**src/rtl/rr_burst_arbiter_pkg.sv**
```systemverilog
// Shared types and helpers for the round-robin burst arbiter.
package arb_pkg;

    typedef enum logic {ARB_IDLE, ARB_GRANT} arb_state_t;

    localparam int unsigned ARB_MAX_REQS = 32;

    function automatic logic [ARB_MAX_REQS-1:0] onehot_from_idx(input int unsigned idx);
        return {{(ARB_MAX_REQS-1){1'b0}}, 1'b1} << idx;
    endfunction

endpackage

```
**src/rtl/rr_burst_arbiter_pick.sv**
```systemverilog
// Combinational rotate-priority picker: first eligible request after ptr, wrapping.
module rr_pick #(
    parameter  int unsigned REQS = 4,
    localparam int unsigned IDW  = $clog2(REQS)
) (
    input  logic [REQS-1:0] req,
    input  logic [IDW-1:0]  ptr,
    input  logic [REQS-1:0] mask,
    output logic            found,
    output logic [IDW-1:0]  idx
);

    int unsigned k;

    // Scan from farthest to nearest so the nearest eligible slot is written last.
    always_comb begin
        found = 1'b0;
        idx   = '0;
        k     = 0;
        for (int unsigned i = REQS; i >= 1; i--) begin
            k = (32'(ptr) + i) % REQS;
            if (req[k] && !mask[k]) begin
                found = 1'b1;
                idx   = IDW'(k);
            end
        end
    end

endmodule

```
**src/rtl/rr_burst_arbiter.sv**
```systemverilog
// Round-robin arbiter with burst hold; gnt_id_o steers the shared datapath mux.
module rr_burst_arbiter
    import arb_pkg::*;
#(
    parameter  int unsigned REQS      = 4,
    parameter  int unsigned MAX_BURST = 8,
    localparam int unsigned IDW       = $clog2(REQS),
    localparam int unsigned CW        = $clog2(MAX_BURST + 1)
) (
    input  logic            clk,
    input  logic            reset,
    input  logic [REQS-1:0] req_i,
    input  logic [REQS-1:0] last_i,
    input  logic            ready_i,
    output logic [REQS-1:0] gnt_o,
    output logic [IDW-1:0]  gnt_id_o,
    output logic            busy_o
);

    arb_state_t      state_q, state_d;
    logic [IDW-1:0]  ptr_q, ptr_d;
    logic [CW-1:0]   cnt_q, cnt_d;
    logic [REQS-1:0] gnt_q, gnt_d;
    logic [IDW-1:0]  gnt_id_q, gnt_id_d;
    logic            busy_q, busy_d;

    logic            beat, rel_mask, rel_max, rel_w;
    logic [IDW-1:0]  pick_ptr, pick_idx;
    logic [REQS-1:0] pick_mask, pick_oh, win_oh;
    logic            pick_found;

    assign beat     = busy_q & req_i[gnt_id_q] & ready_i;
    assign rel_mask = busy_q & (~req_i[gnt_id_q] | (beat & last_i[gnt_id_q]));
    assign rel_max  = beat & (cnt_q == CW'(MAX_BURST - 1));
    assign rel_w    = (state_q == ARB_GRANT) & (rel_mask | rel_max);

    assign win_oh  = REQS'(onehot_from_idx(32'(gnt_id_q)));
    assign pick_oh = REQS'(onehot_from_idx(32'(pick_idx)));

    // During a grant the winner acts as the pointer; it stays eligible only after a max-burst release.
    assign pick_ptr  = (state_q == ARB_GRANT) ? gnt_id_q : ptr_q;
    assign pick_mask = (state_q == ARB_GRANT && rel_mask) ? win_oh : '0;

    rr_pick #(.REQS(REQS)) u_pick (
        .req   (req_i),
        .ptr   (pick_ptr),
        .mask  (pick_mask),
        .found (pick_found),
        .idx   (pick_idx)
    );

    always_ff @(posedge clk or posedge reset) begin
        if (reset) begin
            state_q  <= ARB_IDLE;
            ptr_q    <= IDW'(REQS - 1);
            cnt_q    <= '0;
            gnt_q    <= '0;
            gnt_id_q <= '0;
            busy_q   <= 1'b0;
        end else begin
            state_q  <= state_d;
            ptr_q    <= ptr_d;
            cnt_q    <= cnt_d;
            gnt_q    <= gnt_d;
            gnt_id_q <= gnt_id_d;
            busy_q   <= busy_d;
        end
    end

    always_comb begin
        state_d = state_q;
        ptr_d   = ptr_q;
        cnt_d   = cnt_q;
        case (state_q)
            ARB_IDLE: begin
                if (pick_found) begin
                    state_d = ARB_GRANT;
                    cnt_d   = '0;
                end
            end
            ARB_GRANT: begin
                if (rel_w) begin
                    ptr_d   = gnt_id_q;
                    cnt_d   = '0;
                    state_d = pick_found ? ARB_GRANT : ARB_IDLE;
                end else if (beat) begin
                    cnt_d = cnt_q + CW'(1);
                end
            end
            default: state_d = ARB_IDLE;
        endcase
    end

    always_comb begin
        gnt_d    = gnt_q;
        gnt_id_d = gnt_id_q;
        busy_d   = busy_q;
        if (state_d == ARB_IDLE) begin
            gnt_d    = '0;
            gnt_id_d = '0;
            busy_d   = 1'b0;
        end else if (state_q == ARB_IDLE || rel_w) begin
            gnt_d    = pick_oh;
            gnt_id_d = pick_idx;
            busy_d   = 1'b1;
        end
    end

    assign gnt_o    = gnt_q;
    assign gnt_id_o = gnt_id_q;
    assign busy_o   = busy_q;

endmodule

```
**config.mk**
```make
export PLATFORM = sky130hd
export DESIGN_NAME = rr_burst_arbiter
export DESIGN_NICKNAME = d
export VERILOG_FILES = /design/src/rtl/rr_burst_arbiter_pkg.sv /design/src/rtl/rr_burst_arbiter_pick.sv /design/src/rtl/rr_burst_arbiter.sv
export SDC_FILE = /design/constraint.sdc
export NUM_CORES = 1
export LEC_CHECK = 0
export ABC_AREA = 1
export BUFFER_PORTS_ARGS = -buffer_cell sky130_fd_sc_hd__buf_2
export CAP_MARGIN = 20
export CORE_MARGIN = 10
export CORE_UTILIZATION = 59
export CTS_CLUSTER_SIZE = 25
export DETAILED_ROUTE_END_ITERATION = 6
export MAX_ROUTING_LAYER = met4
export PLACE_DENSITY = 0.89
export SLEW_MARGIN = 20
export SYNTH_ARGS = -nofsm -noshare
export SYNTH_HDL_FRONTEND = slang
export SYNTH_SLANG_ARGS = --single-unit
```
**constraint.sdc**
```tcl
create_clock -name clk -period 3.5 [get_ports clk]
set_clock_uncertainty 0.2 [all_clocks]
set_input_delay 0.7 -clock clk [delete_from_list [all_inputs] [get_ports clk]]
set_output_delay 0.7 -clock clk [all_outputs]
set_load 0.05 [all_outputs]
```
=== Word level (Yosys, flattened, before mapping) ===
Cells that the tools add are included.

* Bits in registers: 14
* Input bits: 11
* Output and inout port bits: 7
* Word-level logic and storage cells: 87

* $add $sub $neg: 5
* Order comparisons: 5
* Equal/unequal tests: 4
* Shift operators: 2
* Multiplexer cells: 43
* Bitwise operators: 10
* Reduce and logical (&&, ||, !) cells: 12

{| class="wikitable"
|+ Operators by type and width
! cell !! number
|-
| $mux W4 || 6
|-
| $bmux W1 S2 || 10
|-
| $mux W1 || 18
|-
| $lt A2 B3 Y1 const B || 5
|-
| $mux W2 || 7
|-
| $pmux W4 S2 || 1
|-
| $shl A1 B2 Y4 const A || 2
|-
| $and A1 B1 Y1 || 6
|-
| $logic_and A1 B1 Y1 || 5
|-
| $add A2 B1 Y2 const B || 2
|-
| $add A2 B2 Y2 const B || 2
|-
| $add A4 B1 Y4 const B || 1
|-
| $eq A4 B3 Y1 const B || 1
|-
| $logic_not A1 Y1 || 4
|-
| $reduce_and A2 Y1 || 2
|-
| $ne A3 B1 Y1 const B || 1
|-
| $ne A2 B1 Y1 const B || 1
|-
| $ne A2 B2 Y1 const B || 1
|-
| $not A1 Y1 || 2
|-
| $or A1 B1 Y1 || 2
|-
| $pmux W1 S2 || 1
|-
| $logic_or A1 B1 Y1 || 1
|}

=== Logic depth before layout (Yosys ltp) ===
Gate-level depths: netlist of the first run.

* Depth after elaboration: 21
* Gate-level depth with buffers: 15

=== Cells and area by module ===
From an unflattened synthesis of the first run, not the netlist that was laid out.

* Cells, all modules: 198
* Area total of the unflattened synthesis: 1277.5 µm²

{| class="wikitable"
|+ Modules (own cells, without submodules)
! module !! instances !! cells an instance !! area an instance (µm²) !! sequential area each (µm²)
|-
| rr_burst_arbiter || 1 || 136 || 982.2 || 352.8
|-
| rr_pick || 1 || 62 || 295.3 || 0.0
|}

=== Least setup slack after synthesis of the first run ===
OpenSTA, ideal clock, no wires.

* Path type: reg-to-reg
* Start point: reg gnt_id_q[0], in the netlist gnt_id_o[0]
* End point: reg gnt_q[0], in the netlist gnt_o[0]
* Arrival: 1.781 ns
* Required time: 3.182 ns
* Slack: 1.402 ns
* Stages on the path, launching flop included: 14
* Buffers on the path: 0
* Clock period less this slack: 2.098 ns
* Path through: dfrtp_1 > nand2_1 > nand2_2 > nand2_1 > nand2_2 > nand2_1 > nand2_1 > inv_1 > o21ai_1 > nand2_1 > nand2_1 > nor2_1 > nand2_1 > nand2_1

* Word-level cells in the longest chain between the ends: 21
* Elaborated cells on any way between the ends: 61

{| class="wikitable"
|+ RTL lines
! what !! RTL line !! RTL
|-
| from (decl) || rr_burst_arbiter.sv:24 || <nowiki>logic [IDW-1:0] gnt_id_q, gnt_id_d;</nowiki>
|-
| from (signal assigned) || rr_burst_arbiter.sv:65 || <nowiki>gnt_id_q <= gnt_id_d;</nowiki>
|-
| $bmux W1 S2 || rr_burst_arbiter.sv:32, rr_burst_arbiter.sv:33 ||
|-
| $mux W1 (implied by the code) || rr_burst_arbiter.sv:32, rr_burst_arbiter.sv:33 ||
|-
| $and A1 B1 Y1 (2 in series) || rr_burst_arbiter.sv:32 || <nowiki>assign beat = busy_q & req_i[gnt_id_q] & ready_i;</nowiki>
|-
| $and A1 B1 Y1 || rr_burst_arbiter.sv:33 || <nowiki>assign rel_mask = busy_q & (~req_i[gnt_id_q] | (beat & last_i[gnt_id_q]));</nowiki>
|-
| $or A1 B1 Y1 || rr_burst_arbiter.sv:33 ||
|-
| $and A1 B1 Y1 || rr_burst_arbiter.sv:33 ||
|-
| $logic_and A1 B1 Y1 || rr_burst_arbiter.sv:42 || <nowiki>assign pick_mask = (state_q == ARB_GRANT && rel_mask) ? win_oh : '0;</nowiki>
|-
| $mux W4 || rr_burst_arbiter.sv:42 ||
|-
| $bmux W1 S2 || rr_burst_arbiter_pick.sv:22 || <nowiki>if (req[k] && !mask[k]) begin</nowiki>
|-
| $mux W1 (implied by the code) || rr_burst_arbiter_pick.sv:22 ||
|-
| $logic_not A1 Y1 || rr_burst_arbiter_pick.sv:22 ||
|-
| $logic_and A1 B1 Y1 || rr_burst_arbiter_pick.sv:22 ||
|-
| $mux W1 (4 in series) || rr_burst_arbiter_pick.sv:22 ||
|-
| $mux W1 || rr_burst_arbiter.sv:76, rr_burst_arbiter.sv:85 ||
|-
| $mux W1 || rr_burst_arbiter.sv:82 || <nowiki>if (rel_w) begin</nowiki>
|-
| $pmux W1 S2 || rr_burst_arbiter.sv:74 || <nowiki>case (state_q)</nowiki>
|-
| $ne A2 B1 Y1 (no line) / $mux W4 (equally long branches) || n/a ||
|-
| to (signal assigned) || rr_burst_arbiter.sv:64 || <nowiki>gnt_q <= gnt_d;</nowiki>
|-
| to (decl) || rr_burst_arbiter.sv:23 || <nowiki>logic [REQS-1:0] gnt_q, gnt_d;</nowiki>
|}

Several ways; a longest one is shown, not always the timed one. The select of a mux whose other input is x is not followed.
A chain may end at the register's enable or synchronous reset.

=== Final worst setup path of the first run ===
* Start point: reg state_q
* End point: reg gnt_q[0], in the netlist gnt_o[0]

* Word-level cells in the longest chain between the ends: 14
* Elaborated cells on any way between the ends: 49

{| class="wikitable"
|+ RTL lines
! what !! RTL line !! RTL
|-
| from (decl) || rr_burst_arbiter.sv:20 || <nowiki>arb_state_t state_q, state_d;</nowiki>
|-
| from (signal assigned) || rr_burst_arbiter.sv:61 || <nowiki>state_q <= state_d;</nowiki>
|-
| $mux W2 / $logic_and A1 B1 Y1 (equally long branches) || rr_burst_arbiter.sv:41, rr_burst_arbiter.sv:42 ||
|-
| $add A2 B1 Y2 / $mux W4 (equally long branches) || rr_burst_arbiter_pick.sv:21, rr_burst_arbiter.sv:42 ||
|-
| $bmux W1 S2 || rr_burst_arbiter_pick.sv:22 ||
|-
| $mux W1 (implied by the code) || rr_burst_arbiter_pick.sv:22 ||
|-
| $logic_not A1 Y1 || rr_burst_arbiter_pick.sv:22 ||
|-
| $logic_and A1 B1 Y1 || rr_burst_arbiter_pick.sv:22 ||
|-
| $mux W1 (4 in series) || rr_burst_arbiter_pick.sv:22 ||
|-
| $mux W1 || rr_burst_arbiter.sv:76, rr_burst_arbiter.sv:85 ||
|-
| $mux W1 || rr_burst_arbiter.sv:82 ||
|-
| $pmux W1 S2 || rr_burst_arbiter.sv:74 ||
|-
| $ne A2 B1 Y1 (no line) / $mux W4 (equally long branches) || n/a ||
|}

Several ways; a longest one is shown, not always the timed one. The select of a mux whose other input is x is not followed.

==> run metrics, run 1 <==
Core Area 1710 sq um; GR Overflow Total 0; sw frac 24.9%; # hold bufs at CTS 0; share of layout cells above drive strength 1 20.3%; Initial Utilization 61.0%; # H-tree levels 1; Worst slew margin 65.6%; internal reg-to-reg setup slack 1.43 ns; I/O pins 18; Syn. warnings 0; fillers 157; # port buffers 17; clock transition at the registers of the reported paths 0.09 ns; via-per-instance ratio 5.05; first-pass GRT wire length 4050 um; Period minus WS final 2.07 ns; syn_area_per_cell 6.43 sq um; Post-CTS Resized 0; initial drt markers 55; RR Startpoint state_q$_DFF_PP0_; sw power 0.0719 mW; Comb power frac 9.9%; CTS sink cnt 14; post-synthesis cell type with the largest combined area nand2_1; TNS Setup 0 ns; Worst-Margin Slew 0.515 ns; CP most frequent cell nand2_1; Seq pwr share 56.0%; CP cell instances nand2_1 > nand2_2 > nand2_1 > nand2_1 > nand2_1 > nand2_1 > inv_1 > o21ai_1 > nand2_1 > nand2_1 > nor2_1 > nand2_1 > nand2_1; post-synth cell types 22; status finished, final reports clean; fin crit share 59.1%; critical path's largest stage delay 0.57 ns; Die Height 62.0 um; Synth area leaders nand2_1, dfrtp_1, nand3_1; family with the most delay on the worst path simple AND/OR/NAND/NOR gates; vias in the first global route 998; via count 1045; Max Cap Viol 0; Mapped Nets 174; post-layout instance area 1170 sq um; clock share of power 34.2%; Pre-antenna DRT Iters 4; Final Non-Filler Cells 207; Synth top area share 29.2%; Placement Setup Slack 1.28 ns; antenna-violating nets left 0; Worst EP required 3.49 ns; Num CTS Buffers 3; final setup fails 0; Syn-to-layout area delta 12.6%; PnR worst setup slack 1.43 ns; WL final 2360 um; register area share after synthesis 33.9%; flops & latches, synth 14; clock latency on the worst-skew pair 0.29 ns; Final #Nets 195; WL/cell 11.4 um; die width 62.0 um; CTS Buffer Depth 2; CP Class register to register; internal cell power 0.217 mW; CTS tree done; leakage power 0.672 nW; most frequent cells in the layout nand2_1, buf_2, inv_1, dfrtp_1, nand3_1; final hold vios 0; drc violations 0; worst hold slack 0.229 ns; setup bufs post-CTS 0; Worst Reg-to-Reg Cells 13; r2r endpoint gnt_o[0]$_DFFE_PP0P_; die area 3850 sq um; row cnt 15; Mapped Cells 162; Highest Clock Rate 0.484 GHz; placed cell areas 1150 sq um; Placed Cells 203; pin count of the biggest net entering global routing 15; CP Capture Type register; Clock Tree Root clkbuf_4; Power Dens Cells 246 nW/um^2; CP Buf/Inv Count 1; dpl hpwl 1890 um; synthesized area 1040 sq um; worst hold path class primary input to asynchronous set/reset pin; Placer Congestion 0.828; peak supply drop 0.277 mV; CP Max Fanout 9; worst endpoint data arrival time 2.05 ns; max-slew violations 0; antenna cell count 0; CP max-delay cell dfrtp_1; RSZ-0062 raised after global routing false; antenna violations before repair 0; commonest non-fill, non-tap cell in the layout nand2_1; total track usage 14.3%; Setup crit start kind register
==> state kept, by name, indices dropped and copies added (netlist names) <==
name / count
busy_o: 1
cnt_q: 4
gnt_id_o: 2
gnt_o: 4
ptr_q: 2
state_q: 1
==> power by group through the flow <==
stage / registers, mW / clock network [mW] / logic [mW]
CTS: 0.162 / 0.101 / 0.0287
finish: 0.162 / 0.0988 / 0.0285
global placement: 0.165 / 0 / 0.0278
global route: 0.162 / 0.109 / 0.0330
floorplan: 0.165 / 0 / 0.0187
detailed placement: 0.165 / 0 / 0.0285
==> logic make-up (layout without fill, tap and decap cells) <==
group | count (synthesis) | after routing | share of synthesized area (%)
xor+xnor | 2 | 2 | 1.68
compound gates | 15 | 15 | 7.56
simple gates | 111 | 111 | 47.7
buf+inv | 19 | 39 | 8.04
flops | 14 | 14 | 33.9
fa+ha+maj | 1 | 1 | 1.20
==> cells in the mapped netlist, drive strengths merged <==
library cell,instances
dfrtp,12
nand3,11
a31oi,1
xor2,2
dfstp,2
nor2,4
nand4,2
a21boi,1
ha,1
inv,18
or2,1
o21ai,10
nand2,91
nand3b,2
buf,1
a21oi,3
==> how the worst max path moves through the flow <==
stage	start	endpoint	cells after the start
3_5_place_dp	req_i[0]	gnt_o[0]$_DFFE_PP0P_	13
6_report	state_q$_DFF_PP0_	gnt_o[0]$_DFFE_PP0P_	13
3_3_place_gp	req_i[0]	cnt_q[0]$_DFFE_PP0P_	12
2_1_floorplan	gnt_id_o[0]$_DFFE_PP0P_	gnt_o[0]$_DFFE_PP0P_	13
5_1_grt	state_q$_DFF_PP0_	gnt_o[2]$_DFFE_PP0P_	13
4_1_cts	state_q$_DFF_PP0_	gnt_o[0]$_DFFE_PP0P_	13
==> per-layer routing <==
layer | global-route usage [%] | part of all wire [%] | vias to the layer above
met1 | 15.4 | 45 | 467
met3 | 3.25 | 7.5 | 6
met2 | 23.4 | 46 | 27
li1 | - | - | 545
met4 | 8.60 | 2.2 | 0
met5 | - | 0 | -
==> stage by stage <==
| step | power [mW] | utilization, % |
|---|---|---|
| final | 0.289 | 68.7 |
| after floorplan | 0.184 | - |
| after global placement | 0.193 | 67.2 |
| after global routing | 0.303 | 68.7 |
| after detailed placement | 0.193 | 67.2 |
| after CTS | 0.291 | 68.7 |
==> area by class of cell <==
type                       count  area, sq um  area share [%]
clock buffer                   4         26.3            2.24
inverter                      18         72.6            6.18
multi-input combinational    129          606            51.6
sequential                    14          353            30.1
tap                           25         31.3            2.67
timing repair buffer          17         85.1            7.25
Power figures use the tool's default switching activity.
==> inputs of run 2 (changes only) <==
- CORE_UTILIZATION: 59 -> 49
- PLACE_DENSITY: 0.89 -> 0.8
- clock period: 3.5 -> 1.9 ns (I/O delays scaled with it)
==> run 2 against run 1 <==
The run now ends with setup timing left. Wire length is 33% higher. Sequential power is 84% higher. Global-route usage is 1.5 points lower. Sequential share of layout area is 5.9 points lower. Non-clock buffer count is 19 higher. Total power is 110% higher. Critical endpoint is now gnt_id_o[1]$_DFFE_PP0P_.
==> run metrics, run 2 (synthesized netlist as in run 1, its figures left out) <==
antenna cell count 0 (unchanged); Worst Reg-to-Reg Cells 14 (was 13); clock transition at the registers of the reported paths 0.09 ns (about the same); Final Non-Filler Cells 228 (was 207); fillers 157 (unchanged); most frequent cells in the layout nand2_1, nand2_2, buf_2, buf_4, inv_1 (was nand2_1, buf_2, inv_1, dfrtp_1, nand3_1); Period minus WS final 1.99 ns (was 2.07 ns); peak supply drop 0.446 mV (was 0.277 mV); die width 66.1 um (was 62.0 um); WL final 3140 um (was 2360 um); CP max-delay cell dfrtp_2 (was dfrtp_1); CTS sink cnt 14 (unchanged); RSZ-0062 raised after global routing true (was false); Endpoint, Worst Hold gnt_o[2]$_DFFE_PP0P_; pin count of the biggest net entering global routing 15 (unchanged); post-layout instance area 1480 sq um (was 1170 sq um); antenna violations before repair 0 (unchanged); antenna-violating nets left 0 (unchanged); Power Dens Cells 404 nW/um^2 (was 246 nW/um^2); # H-tree levels 1 (unchanged); CP Buf/Inv Count 2 (was 1); Hold Path Stages 2; Setup crit start kind register (unchanged); final hold vios 0 (unchanged); # port buffers 17 (unchanged); critical path's largest stage delay 0.48 ns (was 0.57 ns); CP Max Fanout 6 (was 9); leakage power 0.803 nW (was 0.672 nW); CTS Buffer Depth 2 (unchanged); CTS tree done (unchanged); total track usage 12.8% (was 14.3%); CP Capture Type register (unchanged); RR Startpoint state_q$_DFF_PP0_ (unchanged); drc violations 0 (unchanged); via count 1207 (was 1045); initial drt markers 63 (was 55); Max Cap Viol 0 (unchanged); CP cell instances clkinv_4 > nand2_4 > nand2_8 > nand2_2 > nand2_2 > nand2_2 > nand2_4 > inv_2 > nand4_1 > nand2_1 > nand2_1 > nand2_2 > nand2_1 > o21ai_1 (was nand2_1 > nand2_2 > nand2_1 > nand2_1 > nand2_1 > nand2_1 > inv_1 > o21ai_1 > nand2_1 > nand2_1 > nor2_1 > nand2_1 > nand2_1); Initial Utilization 52.1% (was 61.0%); fin crit share 104% (was 59.1%); Hold Crit Start gnt_o[2]$_DFFE_PP0P_; dpl hpwl 2030 um (was 1890 um); CP most frequent cell nand2_2 (was nand2_1); Total Power 0.596 mW (was 0.289 mW); internal reg-to-reg setup slack -0.09 ns (was 1.43 ns); Worst slew margin 63.0% (was 65.6%); failing checks setup timing; r2r endpoint gnt_id_o[1]$_DFFE_PP0P_ (was gnt_o[0]$_DFFE_PP0P_); Pre-antenna DRT Iters 4 (unchanged); Placer Congestion 0.876 (was 0.828); via-per-instance ratio 5.29 (was 5.05); Core Area 2000 sq um (was 1710 sq um); commonest non-fill, non-tap cell in the layout nand2_1 (unchanged); Worst EP required 1.91 ns (was 3.49 ns); die area 4370 sq um (was 3850 sq um); I/O pins 18 (unchanged); family with the most delay on the worst path simple AND/OR/NAND/NOR gates (unchanged); status complete, but fails checks (was finished, final reports clean); final setup fails 9 (was 0); share of layout cells above drive strength 1 47.8% (was 20.3%); clock latency on the worst-skew pair 0.29 ns (about the same); Syn-to-layout area delta 41.8% (was 12.6%); CP Class register to register (unchanged); worst endpoint data arrival time 2.00 ns (was 2.05 ns); Worst-Margin Slew 0.555 ns (was 0.515 ns); first-pass GRT wire length 4560 um (was 4050 um); Highest Clock Rate 0.504 GHz (was 0.484 GHz); WL/cell 13.8 um (was 11.4 um); row cnt 16 (was 15); GR Overflow Total 0 (unchanged); Final #Nets 214 (was 195); max-slew violations 0 (unchanged); placed cell areas 1220 sq um (was 1150 sq um); Clock Tree Root clkbuf_4 (unchanged); Placed Cells 214 (was 203); Die Height 66.1 um (was 62.0 um); worst hold path class register to register (was primary input to asynchronous set/reset pin); Num CTS Buffers 3 (unchanged); PnR worst setup slack -0.0853 ns (was 1.43 ns); vias in the first global route 1125 (was 998)
## run 2: worst max-delay path by stage
stage / depth (start not counted) / from / end
2_1_floorplan: 13 / gnt_id_o[0]$_DFFE_PP0P_ / gnt_o[0]$_DFFE_PP0P_
3_3_place_gp: 13 / state_q$_DFF_PP0_ / gnt_o[0]$_DFFE_PP0P_
3_5_place_dp: 13 / state_q$_DFF_PP0_ / gnt_id_o[1]$_DFFE_PP0P_
4_1_cts: 14 / ptr_q[0]$_DFFE_PP1P_ / cnt_q[3]$_DFFE_PP0P_
5_1_grt: 14 / ptr_q[0]$_DFFE_PP1P_ / gnt_id_o[1]$_DFFE_PP0P_
6_report: 14 / state_q$_DFF_PP0_ / gnt_id_o[1]$_DFFE_PP0P_
## run 2: worst register-to-register path: stages (launching register included)
cell	delay [ns]
dfrtp_2	0.48
clkinv_4	0.11
nand2_4	0.12
nand2_8	0.08
nand2_2	0.08
nand2_2	0.09
nand2_2	0.11
nand2_4	0.07
inv_2	0.07
nand4_1	0.09
nand2_1	0.09
nand2_1	0.06
nand2_2	0.11
nand2_1	0.06
o21ai_1	0.09
## run 2: report_power, final
part / switching (mW) / leakage (nW) / total [mW] / internal [mW]
clock network: 0.107 / 0.0210 / 0.224 / 0.117
registers: 0 / 0.172 / 0.298 / 0.298
logic: 0.0461 / 0.610 / 0.0748 / 0.0288
## run 2: timing repair
item,4_1_cts,5_1_grt
setup buffers,3,6
setup endpoints to repair,10,11
endpoints found under the hold margin,12,0
resized for setup,11,41
hold buffers,1,0
pin swaps,2,18
cloned,0,0
## run 2: final cells by class
cell class	count	area, sq um	area share, %
Clock buffer	4	36.3	2.46
Inverter	18	77.6	5.25
Multi-Input combinational cell	129	736	49.8
Sequential cell	14	357	24.1
Tap cell	27	33.8	2.29
Timing Repair Buffer	36	238	16.1
## run 2: metrics by stage
step           hold slack [ns]  setup slack (ns)  util (%)  TNS (ns)
3_3_place_gp             0.241           -0.0657      60.9    -0.188
3_5_place_dp             0.259           -0.0929      60.9    -0.408
5_1_grt                  0.317            -0.204      73.8     -1.67
6_report                 0.287           -0.0853      73.8    -0.641
2_1_floorplan           0.0677            0.0101         -         0
4_1_cts                  0.289           0.00282      65.8         0
## run 2: routing by layer
metal	part of all wire [%]	GRT usage, %	up-vias
met3	6.0	3.05	9
met2	48	21.4	51
met5	0	-	-
met1	44	14.6	562
met4	1.8	4.19	0
li1	-	-	585
==> inputs of run 3 (changes only) <==
- PLACE_DENSITY: 0.8 -> not set
- PLACE_DENSITY_LB_ADDON: not set -> 0.3
==> run 3 against run 2 <==
The run still ends with setup timing left. Highest routed layer unchanged. Clock power barely moved. Via count rose by 1.5%. Wire length rose by 9.8%. Largest power group unchanged.
==> run metrics, run 3 (synthesized netlist as in run 1, its figures left out) <==
status complete, but fails checks (unchanged); failing checks setup timing (unchanged); Worst EP required 1.86 ns (was 1.91 ns); post-layout util 76.3% (was 73.8%); fillers 139 (was 157); # H-tree levels 1 (unchanged); final setup fails 10 (was 9); most frequent cells in the layout nand2_1, nand2_2, buf_4, buf_2, nand2_4 (was nand2_1, nand2_2, buf_2, buf_4, inv_1); CP Class register to register (unchanged); Syn-to-layout area delta 46.6% (was 41.8%); share of layout cells above drive strength 1 51.0% (was 47.8%); TNS Setup -0.432 ns (was -0.641 ns); commonest non-fill, non-tap cell in the layout nand2_1 (unchanged); CTS tree done (unchanged); Hold Path Stages 2 (unchanged); vias in the first global route 1229 (was 1125); Reg area 357 sq um (unchanged); antenna cell count 0 (unchanged); Worst-Margin Slew 0.525 ns (was 0.555 ns); worst endpoint data arrival time 1.97 ns (was 2.00 ns); via count 1225 (was 1207); fin crit share 106% (was 104%); max-slew violations 0 (unchanged); Num CTS Buffers 3 (unchanged); GR Overflow Total 0 (unchanged); peak supply drop 0.373 mV (was 0.446 mV); clock latency on the worst-skew pair 0.29 ns (about the same); antenna violations before repair 0 (unchanged); pin count of the biggest net entering global routing 15 (unchanged); Highest Clock Rate 0.499 GHz (was 0.504 GHz); leakage power 0.825 nW (was 0.803 nW); Final #Nets 217 (was 214); die width 66.1 um (unchanged); Worst Reg-to-Reg Cells 12 (was 14); Clock Tree Root clkbuf_4 (unchanged); final hold vios 0 (unchanged); CP Max Fanout 6 (unchanged); drc violations 0 (unchanged); total track usage 14.6% (was 12.8%); WL final 3450 um (was 3140 um); Core Area 2000 sq um (unchanged); Multi-input gate area 769 sq um (was 736 sq um); die area 4370 sq um (unchanged); Power Dens Cells 395 nW/um^2 (was 404 nW/um^2); CTS Buffer Depth 2 (unchanged); Die Height 66.1 um (unchanged); initial drt markers 116 (was 63); Placement Setup Slack -0.112 ns (was -0.0929 ns); Placer Congestion 0.825 (was 0.876); CTS sink cnt 14 (unchanged); PnR worst setup slack -0.105 ns (was -0.0853 ns); Period minus WS final 2.01 ns (was 1.99 ns); WL/cell 14.9 um (was 13.8 um); clock transition at the registers of the reported paths 0.09 ns (about the same); Max Cap Viol 0 (unchanged); dpl hpwl 2190 um (was 2030 um); antenna-violating nets left 0 (unchanged); row cnt 16 (unchanged); Worst slew margin 65.0% (was 63.0%); via-per-instance ratio 5.30 (was 5.29); I/O pins 18 (unchanged); worst hold path class register to register (unchanged); RSZ-0062 raised after global routing true (unchanged); CP Capture Type register (unchanged); # port buffers 17 (unchanged); Setup crit start kind register (unchanged); Initial Utilization 52.1% (unchanged); first-pass GRT wire length 5090 um (was 4560 um); Pre-antenna DRT Iters 5 (was 4)
## run 3: cell count changes in the layout (fill, tap and decap cells not counted), sizes merged
| cell | previous run | this run |
|---|---|---|
| buf | 35 | 38 |
| clkinv | 1 | 0 |
| inv | 17 | 18 |
## run 3: routing by layer
| layer | vias up | wire (um) | track usage [%] |
|---|---|---|---|
| met1 | 576 | 1400 | 15.4 |
| met3 | 13 | 236 | 3.22 |
| met2 | 46 | 1710 | 25.0 |
| met5 | - | 0 | - |
| li1 | 590 | - | - |
| met4 | 0 | 108 | 7.07 |
## run 3: stage by stage
stage / cell area, sq um / hold WS (ns) / std cells / total power [mW]
after floorplan: 1040 / 0.0677 / 162 / 0.338
after global placement: 1230 / 0.230 / 216 / 0.356
after detailed placement: 1230 / 0.249 / 216 / 0.358
after CTS: 1360 / 0.288 / 227 / 0.582
after global routing: 1530 / 0.334 / 231 / 0.622
final: 1530 / 0.281 / 231 / 0.603
## run 3: repair_timing
| action | in CTS | in global routing |
|---|---|---|
| hold buffers | 1 | 0 |
| resized for setup | 16 | 43 |
| pin swaps | 6 | 22 |
| endpoints found under the hold margin | 12 | 0 |
| setup endpoints to repair | 10 | 10 |
| buffers inserted | 6 | 4 |
## run 3: worst max-delay path, stage by stage, from the launching register on
cell     delay, ns
dfrtp_2       0.49
inv_6         0.10
nand2_2       0.08
nand2_4       0.10
nand2_1       0.09
nand3_1       0.14
nand2_4       0.11
a21oi_2       0.16
nand2_2       0.09
nand2_2       0.08
nand2_2       0.08
nand2_1       0.06
o21ai_0       0.09
## run 3: layout make-up
cell class,instances,share of cell area (%)
Clock buffer,4,2.38
Sequential cell,14,23.3
Tap cell,27,2.21
Timing Repair Buffer,39,16.8
Multi-Input combinational cell,129,50.4
Inverter,18,4.91
## run 3: path summary, 6_finish.rpt
kind,start,end,slack [ns]
worst max-delay path,state_q$_DFF_PP0_,gnt_id_o[1]$_DFFE_PP0P_,-0.11
worst min-delay path,gnt_o[0]$_DFFE_PP0P_,gnt_o[0]$_DFFE_PP0P_,0.28
worst max register to register,state_q$_DFF_PP0_,gnt_id_o[1]$_DFFE_PP0P_,-0.11
worst min register to register,gnt_o[0]$_DFFE_PP0P_,gnt_o[0]$_DFFE_PP0P_,0.28
max in group asynchronous,reset,gnt_id_o[1]$_DFFE_PP0P_,0.66
min in group asynchronous,reset,gnt_o[0]$_DFFE_PP0P_,0.45
## run 3: power breakdown
part / switching, mW / internal [mW] / leakage (nW)
logic: 0.0512 / 0.0294 / 0.632
clock network: 0.107 / 0.117 / 0.0210
registers: 0 / 0.298 / 0.172
total: 0.158 / 0.444 / 0.825
